[src/rtl/pipe_pkg.sv]
// Shared definitions for the generic pipeline stage register.
// Holds the occupancy state encoding and the NOP / flush payload
// that every stage instance falls back to by default.
package pipe_pkg;

    // Occupancy of a stage register, encoded as the number of held entries.
    typedef enum logic [1:0] {
        ST_EMPTY = 2'd0,
        ST_ONE   = 2'd1,
        ST_TWO   = 2'd2
    } occ_e;

    // Default payload for an empty or flushed entry.
    // All-zero bits decode as a NOP in the datapaths this register serves.
    localparam logic [63:0] PIPE_NOP = 64'h0;

    // Number of entries held for a given main/skid valid pair.
    function automatic logic [1:0] occ_of(input logic main_v, input logic skid_v);
        return {1'b0, main_v} + {1'b0, skid_v};
    endfunction

endpackage

[src/rtl/pipe_stat_counter.sv]
// Saturating event counter used for the stage statistics.
// Counts cycles where inc is high; sticks at all-ones and clears only on rst.
module pipe_stat_counter #(
    parameter int CNT_W = 32
) (
    input  logic             clk,
    input  logic             rst,
    input  logic             inc,
    output logic [CNT_W-1:0] count
);

    logic [CNT_W-1:0] count_q;
    logic [CNT_W-1:0] count_d;

    // Next count: advance on inc unless already saturated.
    always_comb begin
        count_d = count_q;
        if (inc && (count_q != {CNT_W{1'b1}})) begin
            count_d = count_q + CNT_W'(1);
        end
    end

    // Count register with synchronous clear.
    always_ff @(posedge clk) begin
        if (rst) begin
            count_q <= '0;
        end else begin
            count_q <= count_d;
        end
    end

    assign count = count_q;

endmodule

[src/rtl/pipe_stage_reg.sv]
// Generic pipeline stage register with valid/ready handshake and a
// two-entry skid buffer (main + skid), plus flush and freeze controls.
// in_ready is derived from registered state and freeze/flush only, so no
// combinational path runs from out_ready back to in_ready.
// Optional statistics counters are built when PIPE_STAGE_REG_STATS_EN is
// defined; otherwise the counter ports are tied to zero.
module pipe_stage_reg
    import pipe_pkg::*;
#(
    parameter int                 DATA_W    = 64,
    parameter logic [DATA_W-1:0]  FLUSH_VAL = DATA_W'(PIPE_NOP),
    parameter int                 CNT_W     = 32
) (
    input  logic              clk,
    input  logic              rst,
    input  logic              flush,
    input  logic              freeze,
    input  logic              in_valid,
    output logic              in_ready,
    input  logic [DATA_W-1:0] in_data,
    output logic              out_valid,
    input  logic              out_ready,
    output logic [DATA_W-1:0] out_data,
    output logic [1:0]        occupancy,
    output logic [CNT_W-1:0]  stall_cnt,
    output logic [CNT_W-1:0]  bubble_cnt,
    output logic [CNT_W-1:0]  flush_cnt
);

    occ_e              state_q;
    occ_e              state_d;
    logic [DATA_W-1:0] main_data_q;
    logic [DATA_W-1:0] main_data_d;
    logic [DATA_W-1:0] skid_data_q;
    logic [DATA_W-1:0] skid_data_d;

    logic main_valid;
    logic skid_valid;
    logic in_fire;
    logic out_fire;

    // The state encoding is the entry count, so the valids fall out of it.
    assign main_valid = (state_q != ST_EMPTY);
    assign skid_valid = (state_q == ST_TWO);

    assign in_ready  = ~skid_valid & ~freeze & ~flush;
    assign out_valid =  main_valid & ~freeze & ~flush;
    assign in_fire   = in_valid  & in_ready;
    assign out_fire  = out_valid & out_ready;

    // Invalid entries already hold FLUSH_VAL; the mux keeps out_data
    // well-defined even if that invariant were ever broken.
    assign out_data  = main_valid ? main_data_q : FLUSH_VAL;
    assign occupancy = occ_of(main_valid, skid_valid);

    // Next-state and payload selection; flush beats freeze beats handshake.
    always_comb begin
        state_d     = state_q;
        main_data_d = main_data_q;
        skid_data_d = skid_data_q;
        if (flush) begin
            state_d     = ST_EMPTY;
            main_data_d = FLUSH_VAL;
            skid_data_d = FLUSH_VAL;
        end else if (!freeze) begin
            case (state_q)
                ST_EMPTY: begin
                    if (in_fire) begin
                        state_d     = ST_ONE;
                        main_data_d = in_data;
                    end
                end
                ST_ONE: begin
                    if (in_fire && out_fire) begin
                        // Pass-through: the new word replaces the departing one.
                        main_data_d = in_data;
                    end else if (in_fire) begin
                        // Downstream stalled this cycle; park the word in skid.
                        state_d     = ST_TWO;
                        skid_data_d = in_data;
                    end else if (out_fire) begin
                        state_d     = ST_EMPTY;
                        main_data_d = FLUSH_VAL;
                    end
                end
                ST_TWO: begin
                    // Full: in_ready is low, only draining is possible.
                    if (out_fire) begin
                        state_d     = ST_ONE;
                        main_data_d = skid_data_q;
                        skid_data_d = FLUSH_VAL;
                    end
                end
                default: begin
                    // Unused encoding: recover to a clean empty register.
                    state_d     = ST_EMPTY;
                    main_data_d = FLUSH_VAL;
                    skid_data_d = FLUSH_VAL;
                end
            endcase
        end
    end

    // Occupancy FSM and payload registers with synchronous reset.
    always_ff @(posedge clk) begin
        if (rst) begin
            state_q     <= ST_EMPTY;
            main_data_q <= FLUSH_VAL;
            skid_data_q <= FLUSH_VAL;
        end else begin
            state_q     <= state_d;
            main_data_q <= main_data_d;
            skid_data_q <= skid_data_d;
        end
    end

`ifdef PIPE_STAGE_REG_STATS_EN
    // Index 0: stall, 1: bubble, 2: flush of a non-empty register.
    logic [2:0]       stat_inc;
    logic [CNT_W-1:0] stat_cnt [3];

    assign stat_inc[0] =  main_valid & (freeze | ~out_ready);
    assign stat_inc[1] = ~main_valid & out_ready & ~freeze;
    assign stat_inc[2] =  flush & (state_q != ST_EMPTY);

    for (genvar gi = 0; gi < 3; gi++) begin : g_stat
        pipe_stat_counter #(
            .CNT_W (CNT_W)
        ) u_cnt (
            .clk   (clk),
            .rst   (rst),
            .inc   (stat_inc[gi]),
            .count (stat_cnt[gi])
        );
    end

    assign stall_cnt  = stat_cnt[0];
    assign bubble_cnt = stat_cnt[1];
    assign flush_cnt  = stat_cnt[2];
`else
    assign stall_cnt  = '0;
    assign bubble_cnt = '0;
    assign flush_cnt  = '0;
`endif

endmodule
[config.mk]
export PLATFORM = sky130hd
export DESIGN_NAME = pipe_stage_reg
export DESIGN_NICKNAME = d
export VERILOG_FILES = /design/src/rtl/pipe_pkg.sv /design/src/rtl/pipe_stat_counter.sv /design/src/rtl/pipe_stage_reg.sv
export SDC_FILE = /design/constraint.sdc
export NUM_CORES = 1
export LEC_CHECK = 0
export CORE_MARGIN = 2
export CORE_UTILIZATION = 40
export DETAILED_ROUTE_END_ITERATION = 10
export PLACE_DENSITY = 0.7
export SLEW_MARGIN = 25
export SYNTH_ARGS = -nofsm -noshare
export SYNTH_HDL_FRONTEND = slang
export SYNTH_HIERARCHICAL = 1
export SYNTH_SLANG_ARGS = --single-unit
[constraint.sdc]
create_clock -name clk -period 3.2 [get_ports clk]
set_input_delay 0.48 -clock clk [delete_from_list [all_inputs] [get_ports clk]]
set_output_delay 0.48 -clock clk [all_outputs]
set_load 0.02 [all_outputs]
==> metrics.md, run 1 <==
| Metric | Value |
|---|---|
| Hold/Removal Path Class | `reg -> reg` |
| Crit path launch type | `flip-flop` |
| LEAKAGE | `3.66 nW` |
| Placer's final routability congestion estimate | `0.784` |
| Detailed router's first-iteration violation count | `270` |
| Initial standard-cell utilization of the core | `about 40%` |
| CTS hold repair buffers | `0` |
| Net total in the final layout | `1,086` |
| Crit path time final | `2850 ps` |
| Number of instances in the synthesized netlist | `roughly 920` |
| Worst-path clk slew | `60 ps` |
| Pin count of the biggest net entering global routing | `66` |
| Tot GR Track Use | `between 10% and 20%` |
| Share of the core filled with cells | `49.5%` |
| Largest voltage drop on the vdd net | `352 µV` |
| Final worst clock skew | `13.2 ps` |
| Commonest register cell after synthesis | `sky130_fd_sc_hd__dfxtp_1` |
| Async S/R FF share, synth | `0%` |
| Average footprint of a synthesized cell | `8.18 µm²` |
| PostCTS Resize Cnt | `0` |
| DR DRC count | `0` |
| Total routed wirelength | `18,600 µm` |
| CP Data Required Time | `between 2000 and 3000 ps` |
| Count of pins on the block boundary | `234` |
| RSZ-0062 raised after global routing | `no` |
| Yosys cell types | `34` |
| Transition time at the pin with the least slew margin | `1010 ps` |
| Maximum level of the CTS H-tree | `4` |
| Min-Delay Path Depth | `2` |
| Share of the synthesized area in the top cell type | `34.5%` |
| Maximum fanout encountered on the critical timing path | `32` |
| Total iterations of the first detailed-routing run | `5` |
| P per Cell Area | `~430 mW/mm²` |
| Via count of the first global-routing pass | `around 5,900` |
| Dominant cells by area after synthesis | `sky130_fd_sc_hd__dfxtp_1 35%, sky130_fd_sc_hd__mux2i_1 17%, sky130_fd_sc_hd__buf_4 9.9%` |
| Y dimension of the die | `141 µm` |
| Max Cap Viol | `0` |
| # port buffers | `137` |
| Clock tree from TritonCTS | `done` |
| Top cells by instance count after synthesis | `194 x sky130_fd_sc_hd__nand2_1, 130 x sky130_fd_sc_hd__dfxtp_1, 129 x sky130_fd_sc_hd__mux2i_1, 99 x sky130_fd_sc_hd__buf_4, 68 x sky130_fd_sc_hd__nor2_1` |
| Global-route congestion overflow total | `0` |
| Mapped cell area | `0.00754 mm²` |
| Post-CTS setup buffers | `0` |
| Post-synth EDFFs | `0` |
| Layout-stage area growth over the synthesis result | `22.0%` |
| Final slew viol count | `0` |
| Final count of hold timing violations | `0` |
| Global-route wire length before repair | `just under 30,000 µm` |
| Num Clock Sinks | `130` |
| Sequential fraction of the synthesis area | `roughly a third` |
| Cell taking the most area after synthesis | `sky130_fd_sc_hd__dfxtp_1` |
| Worst reg2reg endpoint | `main_data_q[12]$_SDFFE_PP0P_` |
| R2r worst-path depth | `6` |
| Share of final-layout standard cells stronger than drive strength 1 | `4.98%` |
| Horizontal extent of the die | `141 µm` |
| Total via count after detailed routing | `around 6,300` |
| Insertion delay of the later-clocked pin in the worst-skew pair | `around 420 ps` |
| Outcome | `completed` |
| Timing-limited maximum frequency | `about 0.35 GHz` |
| Number of buffers created by CTS | `17` |
| Drt wl/cell | `approximately 15 µm` |
| Antenna Cells | `0` |
| Count of state elements after synthesis | `130` |
| Number of antenna violations at the first check in global routing | `0` |
| Class of the most critical setup path | `reg -> out` |
| Core Box Area | `about 0.019 mm²` |
| Setup-failing EPs final | `0` |
| Count of antenna-violating nets left after detailed routing | `0` |
| Number of placement rows | `50` |
| Cell chosen for the clock root | `sky130_fd_sc_hd__clkbuf_16` |
| Final cycle utilization of the critical path | `88.9%` |
| Critical path data arrival time | `2370 ps` |
| Hold Worst Slack | `458 ps` |
| Fill cell count | `approximately 1,800` |
| Total die area | `approximately 0.02 mm²` |
| Most common cell in the synthesized netlist | `sky130_fd_sc_hd__nand2_1` |
| Number of vias per cell after detailed routing | `5.01` |
| Worst hold endpoint | `skid_data_q[24]$_SDFFE_PP0P_` |
| CP Capture Type | `output pin` |
| Total power | `slightly below 0.004 W` |
| Reg-to-reg critical path startpoint | `state_q[0]$_SDFFE_PP0P_` |
| CP Launch Point | `state_q[1]$_SDFFE_PP0P_` |
| Worst setup slack for register-to-register paths | `710 ps` |
| Synthesis warning total | `6` |
| Hold_sp | `skid_data_q[24]$_SDFFE_PP0P_` |
| Maximum buffer depth of the clock tree | `2` |
| Summed negative setup slack over all endpoints | `0 ps` |
| Rel. slew slack | `32.7%` |
| Final HPWL from detailed placement | `10,900 µm` |
==> through the flow <==
step	cell area [µm²]	setup WS [ps]	instances
5_1_grt	9200	209	1259
2_1_floorplan	7900	1490	1017
4_1_cts	9200	311	1259
3_3_place_gp	8650	340	1230
3_5_place_dp	8650	276	1230
6_report	9200	354	1259
==> worst max-delay path, cell delays in order, from the launching register on <==
cell and delay [ps]:
sky130_fd_sc_hd__dfxtp_4 380, sky130_fd_sc_hd__nor2_1 260, sky130_fd_sc_hd__clkinv_1 130, sky130_fd_sc_hd__buf_4 240, sky130_fd_sc_hd__ha_1 300, sky130_fd_sc_hd__inv_1 50, sky130_fd_sc_hd__clkdlybuf4s50_1 590
==> layout by cell type (no fill, tap or decap), types with 2 or more instances in the layout <==
master | netlist | final
sky130_fd_sc_hd__clkdlybuf4s50_1 | 0 | 137
sky130_fd_sc_hd__buf_4 | 99 | 10
sky130_fd_sc_hd__clkbuf_1 | 43 | 4
sky130_fd_sc_hd__and2_1 | 64 | 64
sky130_fd_sc_hd__nand2b_1 | 2 | 2
sky130_fd_sc_hd__clkinv_2 | 0 | 3
sky130_fd_sc_hd__clkbuf_8 | 0 | 2
sky130_fd_sc_hd__o21ai_0 | 3 | 3
sky130_fd_sc_hd__mux2i_1 | 129 | 129
sky130_fd_sc_hd__buf_12 | 6 | 6
sky130_fd_sc_hd__dfxtp_1 | 130 | 128
sky130_fd_sc_hd__clkbuf_16 | 0 | 18
sky130_fd_sc_hd__nor3_1 | 2 | 2
sky130_fd_sc_hd__nor2_1 | 68 | 67
sky130_fd_sc_hd__nor2b_1 | 2 | 2
sky130_fd_sc_hd__conb_1 | 1 | 96
sky130_fd_sc_hd__a21oi_1 | 67 | 67
sky130_fd_sc_hd__nand2_1 | 194 | 194
sky130_fd_sc_hd__nor3b_2 | 0 | 2
sky130_fd_sc_hd__o32ai_1 | 64 | 64
sky130_fd_sc_hd__inv_1 | 5 | 4
==> area by class of cell <==
type / instances / area, µm² / area share, %
multi-input combinational: 707 / 4150 / 45.2
timing repair buffer: 154 / 1580 / 17.2
clock inverter: 5 / 52.6 / 0.571
tap: 234 / 293 / 3.18
sequential: 130 / 2610 / 28.4
clock buffer: 24 / 493 / 5.36
inverter: 5 / 18.8 / 0.204
==> logic make-up after synthesis <==
kind of cell	after synthesis	share of synthesized area [%]
multiplexers	129	17.1
adder cells (fa/ha/maj)	1	0.166
flip-flops	130	34.5
other	1	0.0497
buffers and inverters	180	15.7
AND/OR/NAND/NOR	339	19.6
AO/OA/AOI/OAI	142	12.9
==> worst max path at each step <==
stage                                              end  slack, ps  cells past startpoint
after detailed placement  main_data_q[12]$_SDFFE_PP0P_        280                      6
after floorplan           skid_data_q[10]$_SDFFE_PP0P_       1490                      6
after global routing                      occupancy[0]        210                      6
after CTS                                 occupancy[0]        310                      6
final                                     occupancy[0]        350                      6
after global placement    main_data_q[19]$_SDFFE_PP0P_        340                      6
==> sequential cells by signal, indices dropped and copies added (netlist names) <==
name         flops
state_q          2
main_data_q     64
skid_data_q     64
==> metal layers <==
metal  track usage, %  share of wire [%]  vias to the layer above
met5                0                  0                        -
met4             5.68                1.4                        0
met3             4.12                5.6                       17
met2             30.6                 47                      199
met1             23.4                 46                     2979
li1                 -                  -                     3118
==> power breakdown <==
part | leakage, nW | switching [W] | internal, W
clock network | 0.267 | 0.000688 | 0.00114
registers | 1.05 | 0.00000623 | 0.00163
logic | 2.35 | 0.000300 | 0.000157
Power figures use the tool's default switching activity.
==> run 2, diff against run 1 <==
Settings changed: CORE_UTILIZATION 40 to 51, GPL_ROUTABILITY_DRIVEN set to 0, PLACE_DENSITY 0.7 to 0.86, SYNTH_HIERARCHICAL 1 to unset.
==> run 2 against run 1 <==
Against the previous run: final area is essentially flat; setup slack gained 110 ps; cell count shrank 3.3%; die area shrank 21%; sequential share of layout area is essentially flat; clock-buffer cell count shrank 2; hold slack is essentially flat; register-to-register slack is essentially flat; critical endpoint unchanged; flip-flop and latch count is the same.
==> metrics.md, run 2 <==
| Metric | Value |
|---|---|
| Class of the most critical setup path | `reg -> out` |
| Count of state elements after synthesis | `130 (unchanged)` |
| Maximum level of the CTS H-tree | `4 (unchanged)` |
| CTS hold repair buffers | `0 (unchanged)` |
| Y dimension of the die | `126 µm (-11%)` |
| Detailed router's first-iteration violation count | `445 (+65%)` |
| Sequential cell area in the final layout | `0.00261 mm² (unchanged)` |
| Crit path time final | `2730 ps (-112 ps)` |
| Final cycle utilization of the critical path | `85.5% (-3.5 points)` |
| CP Capture Type | `output pin` |
| Via count of the first global-routing pass | `5,913 (+1.0%)` |
| Average footprint of a synthesized cell | `8.18 µm² (unchanged)` |
| Final setup slack of the worst path | `466 ps (+112 ps)` |
| Outcome | `completed` |
| Total via count after detailed routing | `6,499 (+2.9%)` |
| Number of buffers created by CTS | `17 (unchanged)` |
| Insertion delay of the later-clocked pin in the worst-skew pair | `420 ps (about the same)` |
| Leading registers by flop count | `main_data_q (64), skid_data_q (64), state_q (2)` |
| Cell taking the most area after synthesis | `sky130_fd_sc_hd__dfxtp_1` |
| Dominant cells by area after synthesis | `sky130_fd_sc_hd__dfxtp_1 35%, sky130_fd_sc_hd__mux2i_1 17%, sky130_fd_sc_hd__buf_4 9.9%` |
| Synthesis warning total | `0 (-6)` |
| Most common cell in the synthesized netlist | `sky130_fd_sc_hd__nand2_1` |
| Transition time at the pin with the least slew margin | `961 ps (-45.7 ps)` |
| Timing-limited maximum frequency | `0.366 GHz (+4.1%)` |
| Rel. slew slack | `35.8% (+3.1 points)` |
| Worst-path clk slew | `60 ps (about the same)` |
| Async S/R FF share, synth | `0% (unchanged)` |
| Largest voltage drop on the vdd net | `327 µV (-7.0%)` |
| Post-placement worst setup slack | `368 ps (+92.4 ps)` |
| Summed negative setup slack over all endpoints | `0 ps (unchanged)` |
| Global-route wire length before repair | `29,300 µm (-0.91%)` |
| Tot GR Track Use | `22.6% (+4.4 points)` |
| Count of pins on the block boundary | `234 (unchanged)` |
| RSZ-0062 raised after global routing | `no` |
| Critical path data arrival time | `2250 ps (-120 ps)` |
| Yosys cell types | `34 (unchanged)` |
| Number of antenna violations at the first check in global routing | `0 (unchanged)` |
| Count of antenna-violating nets left after detailed routing | `0 (unchanged)` |
| Hold/Removal Path Class | `reg -> reg` |
| Worst hold endpoint | `skid_data_q[56]$_SDFFE_PP0P_` |
| Final HPWL from detailed placement | `11,100 µm (+2.3%)` |
| Top cells by instance count after synthesis | `194 x sky130_fd_sc_hd__nand2_1, 130 x sky130_fd_sc_hd__dfxtp_1, 129 x sky130_fd_sc_hd__mux2i_1, 99 x sky130_fd_sc_hd__buf_4, 68 x sky130_fd_sc_hd__nor2_1` |
| Highest signal layer in the routed design | `met4` |
| Final slew viol count | `0 (unchanged)` |
| CP Data Required Time | `2720 ps (about the same)` |
| Number of vias per cell after detailed routing | `5.34 (+6.5%)` |
| Min-Delay Path Depth | `2 (unchanged)` |
| Commonest register cell after synthesis | `sky130_fd_sc_hd__dfxtp_1` |
| Reg-to-reg critical path startpoint | `state_q[0]$_SDFFE_PP0P_` |
| Most frequent cells in the layout | `194 x sky130_fd_sc_hd__nand2_1, 137 x sky130_fd_sc_hd__clkdlybuf4s50_1, 129 x sky130_fd_sc_hd__mux2i_1` |
| Sequential fraction of the synthesis area | `34.5% (unchanged)` |
| Initial standard-cell utilization of the core | `52.1% (+11 points)` |
| PostCTS Resize Cnt | `0 (unchanged)` |
| Number of placement rows | `44 (-12%)` |
| Worst setup slack for register-to-register paths | `720 ps (about the same)` |
| Maximum fanout encountered on the critical timing path | `34 (+6.3%)` |
| M1 wire length | `7700 µm (-9.4%)` |
| Max Cap Viol | `0 (unchanged)` |
| Leading cell type in the layout, fill and taps excluded | `sky130_fd_sc_hd__nand2_1` |
| Amount of wire on met3 after detailed routing | `1310 µm (+27%)` |
| Total iterations of the first detailed-routing run | `5 (unchanged)` |
| Final count of hold timing violations | `0 (unchanged)` |
| Num Clock Sinks | `130 (unchanged)` |
| Final worst clock skew | `6.61 ps (-6.56 ps)` |
| Wire length on met2 | `8870 µm (+0.94%)` |
| CP Launch Point | `state_q[1]$_SDFFE_PP0P_` |
| Total routed wirelength | `18,200 µm (-2.1%)` |
| Hold_sp | `skid_data_q[56]$_SDFFE_PP0P_` |
| Maximum buffer depth of the clock tree | `2 (unchanged)` |
| Antenna Cells | `0 (unchanged)` |
| # port buffers | `137 (unchanged)` |
| Share of final-layout standard cells stronger than drive strength 1 | `5.91% (+0.93 points)` |
| Post-synth EDFFs | `0 (unchanged)` |
| Pin count of the biggest net entering global routing | `66 (unchanged)` |
| Global-route congestion overflow total | `0 (unchanged)` |
| Layout-stage area growth over the synthesis result | `21.9% (about the same)` |
| Net total in the final layout | `1,091 (+0.46%)` |
| Crit path launch type | `flip-flop` |
| Horizontal extent of the die | `126 µm (-11%)` |
| Share of the synthesized area in the top cell type | `34.5% (unchanged)` |
| Worst reg2reg endpoint | `main_data_q[4]$_SDFFE_PP0P_` |
| Total die area | `0.0158 mm² (-21%)` |
| R2r worst-path depth | `6 (unchanged)` |
| DR DRC count | `0 (unchanged)` |
| Setup-failing EPs final | `0 (unchanged)` |
| Core Box Area | `0.0145 mm² (-22%)` |
| Hold Worst Slack | `458 ps (+0.0670 ps)` |
| LEAKAGE | `3.72 nW (+1.5%)` |
| Fill cell count | `1,214 (-33%)` |
| Clock tree from TritonCTS | `done` |
| P per Cell Area | `436 mW/mm² (+2.3%)` |
| Post-layout instance count excluding filler cells | `1,217 (-3.3%)` |
| Placed cell count | `1,185 (-3.7%)` |
| Number of instances in the synthesized netlist | `922 (unchanged)` |
| Area of combinational cells with multiple inputs | `0.00415 mm² (unchanged)` |
| Cell chosen for the clock root | `sky130_fd_sc_hd__clkbuf_16` |
| Post-CTS setup buffers | `0 (unchanged)` |
| Drt wl/cell | `14.9 µm (+1.3%)` |
| Mapped cell area | `0.00754 mm² (unchanged)` |
run 2: layout make-up:
class                           instances  share of cell area [%]
Timing Repair Buffer                  159                    17.4
Clock buffer                           22                    5.16
Multi-Input combinational cell        707                    45.2
Inverter                                5                   0.204
Clock inverter                         10                    1.14
Tap cell                              184                    2.51
Sequential cell                       130                    28.4
run 2: layer usage:
layer,vias up,GRT usage (%)
li1,3141,-
met1,3053,28.6
met2,274,37.6
met3,31,5.52
met4,0,7.97
met5,-,0
run 2: how the worst max path moves through the flow:
stage                                              end  slack (ps)  cells past startpoint
after floorplan           skid_data_q[10]$_SDFFE_PP0P_        1490                      6
after global placement     main_data_q[4]$_SDFFE_PP0P_         400                      6
after detailed placement   main_data_q[5]$_SDFFE_PP0P_         370                      6
after CTS                                 occupancy[0]         440                      6
after global routing                      occupancy[0]         350                      6
final                                     occupancy[0]         470                      6
run 2: power breakdown:
group          internal [W]  leakage, nW  switching [W]
Clock               0.00120        0.294       0.000711
Combinational      0.000158         2.37       0.000300
Sequential          0.00163         1.05     0.00000630
run 2: cells by family after synthesis:
group,synth area share (%)
AOI/OAI and AO/OA,12.9
adders and majority gates,0.166
buffers and inverters,15.7
DFF,34.5
muxes,17.1
other,0.0497
and+or+nand+nor,19.6
run 2: worst max-delay path: stages (launching register included):
cell and delay (ps):
sky130_fd_sc_hd__dfxtp_4 360, sky130_fd_sc_hd__nor2_1 210, sky130_fd_sc_hd__inv_1 90, sky130_fd_sc_hd__buf_4 230
sky130_fd_sc_hd__ha_1 300, sky130_fd_sc_hd__inv_1 60, sky130_fd_sc_hd__clkdlybuf4s50_1 590
run 2: stage by stage:
step | util (%) | cell area, µm² | power (W)
4_1_cts | 63.5 | 9190 | 0.00403
3_3_place_gp | 59.5 | 8610 | 0.00212
3_5_place_dp | 59.5 | 8610 | 0.00212
2_1_floorplan | - | 7900 | 0.00204
5_1_grt | 63.5 | 9190 | 0.00415
6_report | 63.5 | 9190 | 0.00401
==> run 3, diff against run 2 <==
Settings changed: ABC_AREA set to 1, SKIP_CTS_REPAIR_TIMING set to 1.
==> run 3 against run 2 <==
Against the previous run: die area about the same; first-iteration DRC count rose by 37%; synthesized area about the same; register-to-register slack better by 380 ps; wire length grew 1.8%; via count grew 14%; maximum frequency fell by 2.4%; utilization shrank 0.73 points; cell count is 25% higher; clock skew decreased by 2.8 ps; setup slack got worse by 67 ps; final area fell by 1.1%; critical path type unchanged; highest routed layer unchanged.
==> metrics.md, run 3 <==
| Metric | Value |
|---|---|
| Dominant cells by area after synthesis | `sky130_fd_sc_hd__dfxtp_1 34%, sky130_fd_sc_hd__nand2_1 23%, sky130_fd_sc_hd__nor2_1 9.8%` |
| P per Cell Area | `424 mW/mm² (-2.7%)` |
| Worst path slowest cell | `sky130_fd_sc_hd__clkdlybuf4s50_1` |
| Top cells by instance count after synthesis | `457 x sky130_fd_sc_hd__nand2_1, 197 x sky130_fd_sc_hd__nor2_1, 132 x sky130_fd_sc_hd__nand3_1, 130 x sky130_fd_sc_hd__dfxtp_1, 96 x sky130_fd_sc_hd__buf_4` |
| Share of the synthesized area in the top cell type | `34.5% (about the same)` |
| Y dimension of the die | `126 µm (about the same)` |
| Net total in the final layout | `1,406 (+29%)` |
| Clock tree from TritonCTS | `done` |
| Total routed wirelength | `18,500 µm (+1.8%)` |
| Async S/R FF share, synth | `0% (unchanged)` |
| Crit path launch type | `flip-flop` |
| # port buffers | `137 (unchanged)` |
| Number of vias per cell after detailed routing | `4.85 (-9.1%)` |
| Transition time at the pin with the least slew margin | `767 ps (-195 ps)` |
| Drt wl/cell | `12.1 µm (-19%)` |
| Via count of the first global-routing pass | `6,627 (+12%)` |
| Sequential fraction of the synthesis area | `34.5% (about the same)` |
| Summed negative setup slack over all endpoints | `0 ps (unchanged)` |
| RSZ-0062 raised after global routing | `no` |
| Total via count after detailed routing | `7,404 (+14%)` |
| LEAKAGE | `3.26 nW (-12%)` |
| Setup-failing EPs final | `0 (unchanged)` |
| Tot GR Track Use | `23.0% (+0.43 points)` |
| Commonest register cell after synthesis | `sky130_fd_sc_hd__dfxtp_1` |
| Largest voltage drop on the vdd net | `323 µV (-1.3%)` |
| Cell chosen for the clock root | `sky130_fd_sc_hd__clkbuf_16` |
| Antenna Cells | `0 (unchanged)` |
| Instance area after placement | `0.00859 mm² (-0.19%)` |
| Pin count of the biggest net entering global routing | `129 (+95%)` |
| Final worst clock skew | `3.77 ps (-2.84 ps)` |
| Maximum fanout encountered on the critical timing path | `55 (+62%)` |
| Maximum buffer depth of the clock tree | `2 (unchanged)` |
| Critical path data arrival time | `2320 ps (+70 ps)` |
| Maximum level of the CTS H-tree | `4 (unchanged)` |
| CP Data Required Time | `2720 ps (about the same)` |
| Detailed router's first-iteration violation count | `609 (+37%)` |
| Worst Path Buf+Inv | `4 (unchanged)` |
| Yosys cell types | `21 (-38%)` |
| Horizontal extent of the die | `126 µm (about the same)` |
| Count of state elements after synthesis | `130 (unchanged)` |
| Post-synth EDFFs | `0 (unchanged)` |
| Class of the most critical setup path | `reg -> out` |
| Cell taking the most area after synthesis | `sky130_fd_sc_hd__dfxtp_1` |
| Count of antenna-violating nets left after detailed routing | `0 (unchanged)` |
| Final count of hold timing violations | `0 (unchanged)` |
| CP Capture Type | `output pin` |
| Total die area | `0.0158 mm² (about the same)` |
| Final cycle utilization of the critical path | `87.6% (+2.1 points)` |
| Share of the core filled with cells | `62.7% (-0.73 points)` |
| Cell area after layout | `0.00908 mm² (-1.1%)` |
| Max Cap Viol | `0 (unchanged)` |
| Insertion delay of the later-clocked pin in the worst-skew pair | `410 ps (about the same)` |
| Core Box Area | `0.0145 mm² (unchanged)` |
| Total power | `0.00385 W (-3.9%)` |
| Number of instances in the synthesized netlist | `1,248 (+35%)` |
| Layout-stage area growth over the synthesis result | `20.4%` |
| Leading registers by flop count | `main_data_q (64), skid_data_q (64), state_q (2)` |
| Hold/Removal Path Class | `reg -> reg` |
| Kind of cell adding the most delay to the critical path | `buffers and inverters` |
| Outcome | `completed` |
| Initial standard-cell utilization of the core | `52.1% (about the same)` |
| Final HPWL from detailed placement | `10,800 µm (-3.0%)` |
| Crit path time final | `2800 ps (+67.4 ps)` |
| Most common cell in the synthesized netlist | `sky130_fd_sc_hd__nand2_1` |
| Number of placement rows | `44 (unchanged)` |
| Leading cell type in the layout, fill and taps excluded | `sky130_fd_sc_hd__nand2_1` |
| Largest incremental delay on the critical path | `540 ps (-50 ps)` |
| Timing-limited maximum frequency | `0.357 GHz (-2.4%)` |
| Synthesis warning total | `0 (unchanged)` |
| Rel. slew slack | `48.9% (+13 points)` |
| Final slew viol count | `0 (unchanged)` |
| Global-route wire length before repair | `30,400 µm (+3.6%)` |
| Count of pins on the block boundary | `234 (unchanged)` |
| Number of buffers created by CTS | `17 (unchanged)` |
| Total iterations of the first detailed-routing run | `5 (unchanged)` |
| Global-route congestion overflow total | `0 (unchanged)` |
| DR DRC count | `0 (unchanged)` |
| Average footprint of a synthesized cell | `6.05 µm² (-26%)` |
| Critical path, cell by cell | `inv_2 -> nand2_2 -> inv_4 -> buf_4 -> nor2_1 -> clkdlybuf4s50_1` |
| Most frequent cells in the layout | `456 x sky130_fd_sc_hd__nand2_1, 194 x sky130_fd_sc_hd__nor2_1, 137 x sky130_fd_sc_hd__clkdlybuf4s50_1` |
| Num Clock Sinks | `130 (unchanged)` |
| Mapped cell area | `0.00755 mm² (about the same)` |
| Number of antenna violations at the first check in global routing | `0 (unchanged)` |
| Worst-path clk slew | `50 ps (about the same)` |
| Share of final-layout standard cells stronger than drive strength 1 | `4.02% (-1.9 points)` |
==> run 3: area by class of cell <==
class | instances | area [µm²]
Clock inverter | 1 | 5.00
Timing Repair Buffer | 151 | 1540
Inverter | 75 | 284
Fill cell | 1392 | 5400
Tap cell | 184 | 230
Clock buffer | 25 | 485
Sequential cell | 130 | 2600
Multi-Input combinational cell | 960 | 3940
==> run 3: final timing paths <==
kind,startpoint,endpoint,slack (ps),depth (start not counted)
min reg2reg,main_data_q[16]$_SDFFE_PP0P_,main_data_q[16]$_SDFFE_PP0P_,460,2
max,state_q[1]$_SDFFE_PP0P_,out_data[31],400,6
max reg2reg,state_q[1]$_SDFFE_PP0P_,main_data_q[51]$_SDFFE_PP0P_,1100,10
min,main_data_q[16]$_SDFFE_PP0P_,main_data_q[16]$_SDFFE_PP0P_,460,2
==> run 3: cell families after synthesis <==
logic type	Yosys count	synth area share [%]
buffers and inverters	253	18.5
AO/OA/AOI/OAI	66	4.38
other	1	0.0497
flip-flops	130	34.5
adder cells (fa/ha/maj)	1	0.166
AND/OR/NAND/NOR	797	42.5
==> run 3: worst min-delay path, stage by stage (launching register included) <==
cell	delay (ps)
sky130_fd_sc_hd__dfxtp_1	300
sky130_fd_sc_hd__nand2_1	60
sky130_fd_sc_hd__a21oi_1	50
==> run 3: layer usage <==
metal	track usage, %	up-vias	share of wire, %
li1	-	3790	-
met1	26.7	3336	42
met2	41.6	251	51
met3	5.82	27	6.3
met4	7.19	0	1.3
met5	0	-	0
==> run 3: where the power goes <==
part           internal, W  leakage (nW)  total [W]  switching (W)
sequential         0.00164          1.05    0.00165      0.0000113
combinational     0.000180          1.97   0.000536       0.000357
clock              0.00102         0.241    0.00166       0.000642
==> run 3: per-stage QoR <==
stage	instances	worst slack, ps	hold slack, ps
final	1526	398	462
after global routing	1526	240	480
after CTS	1526	363	464
after detailed placement	1500	561	455
after global placement	1500	652	453
after floorplan	1343	1290	445
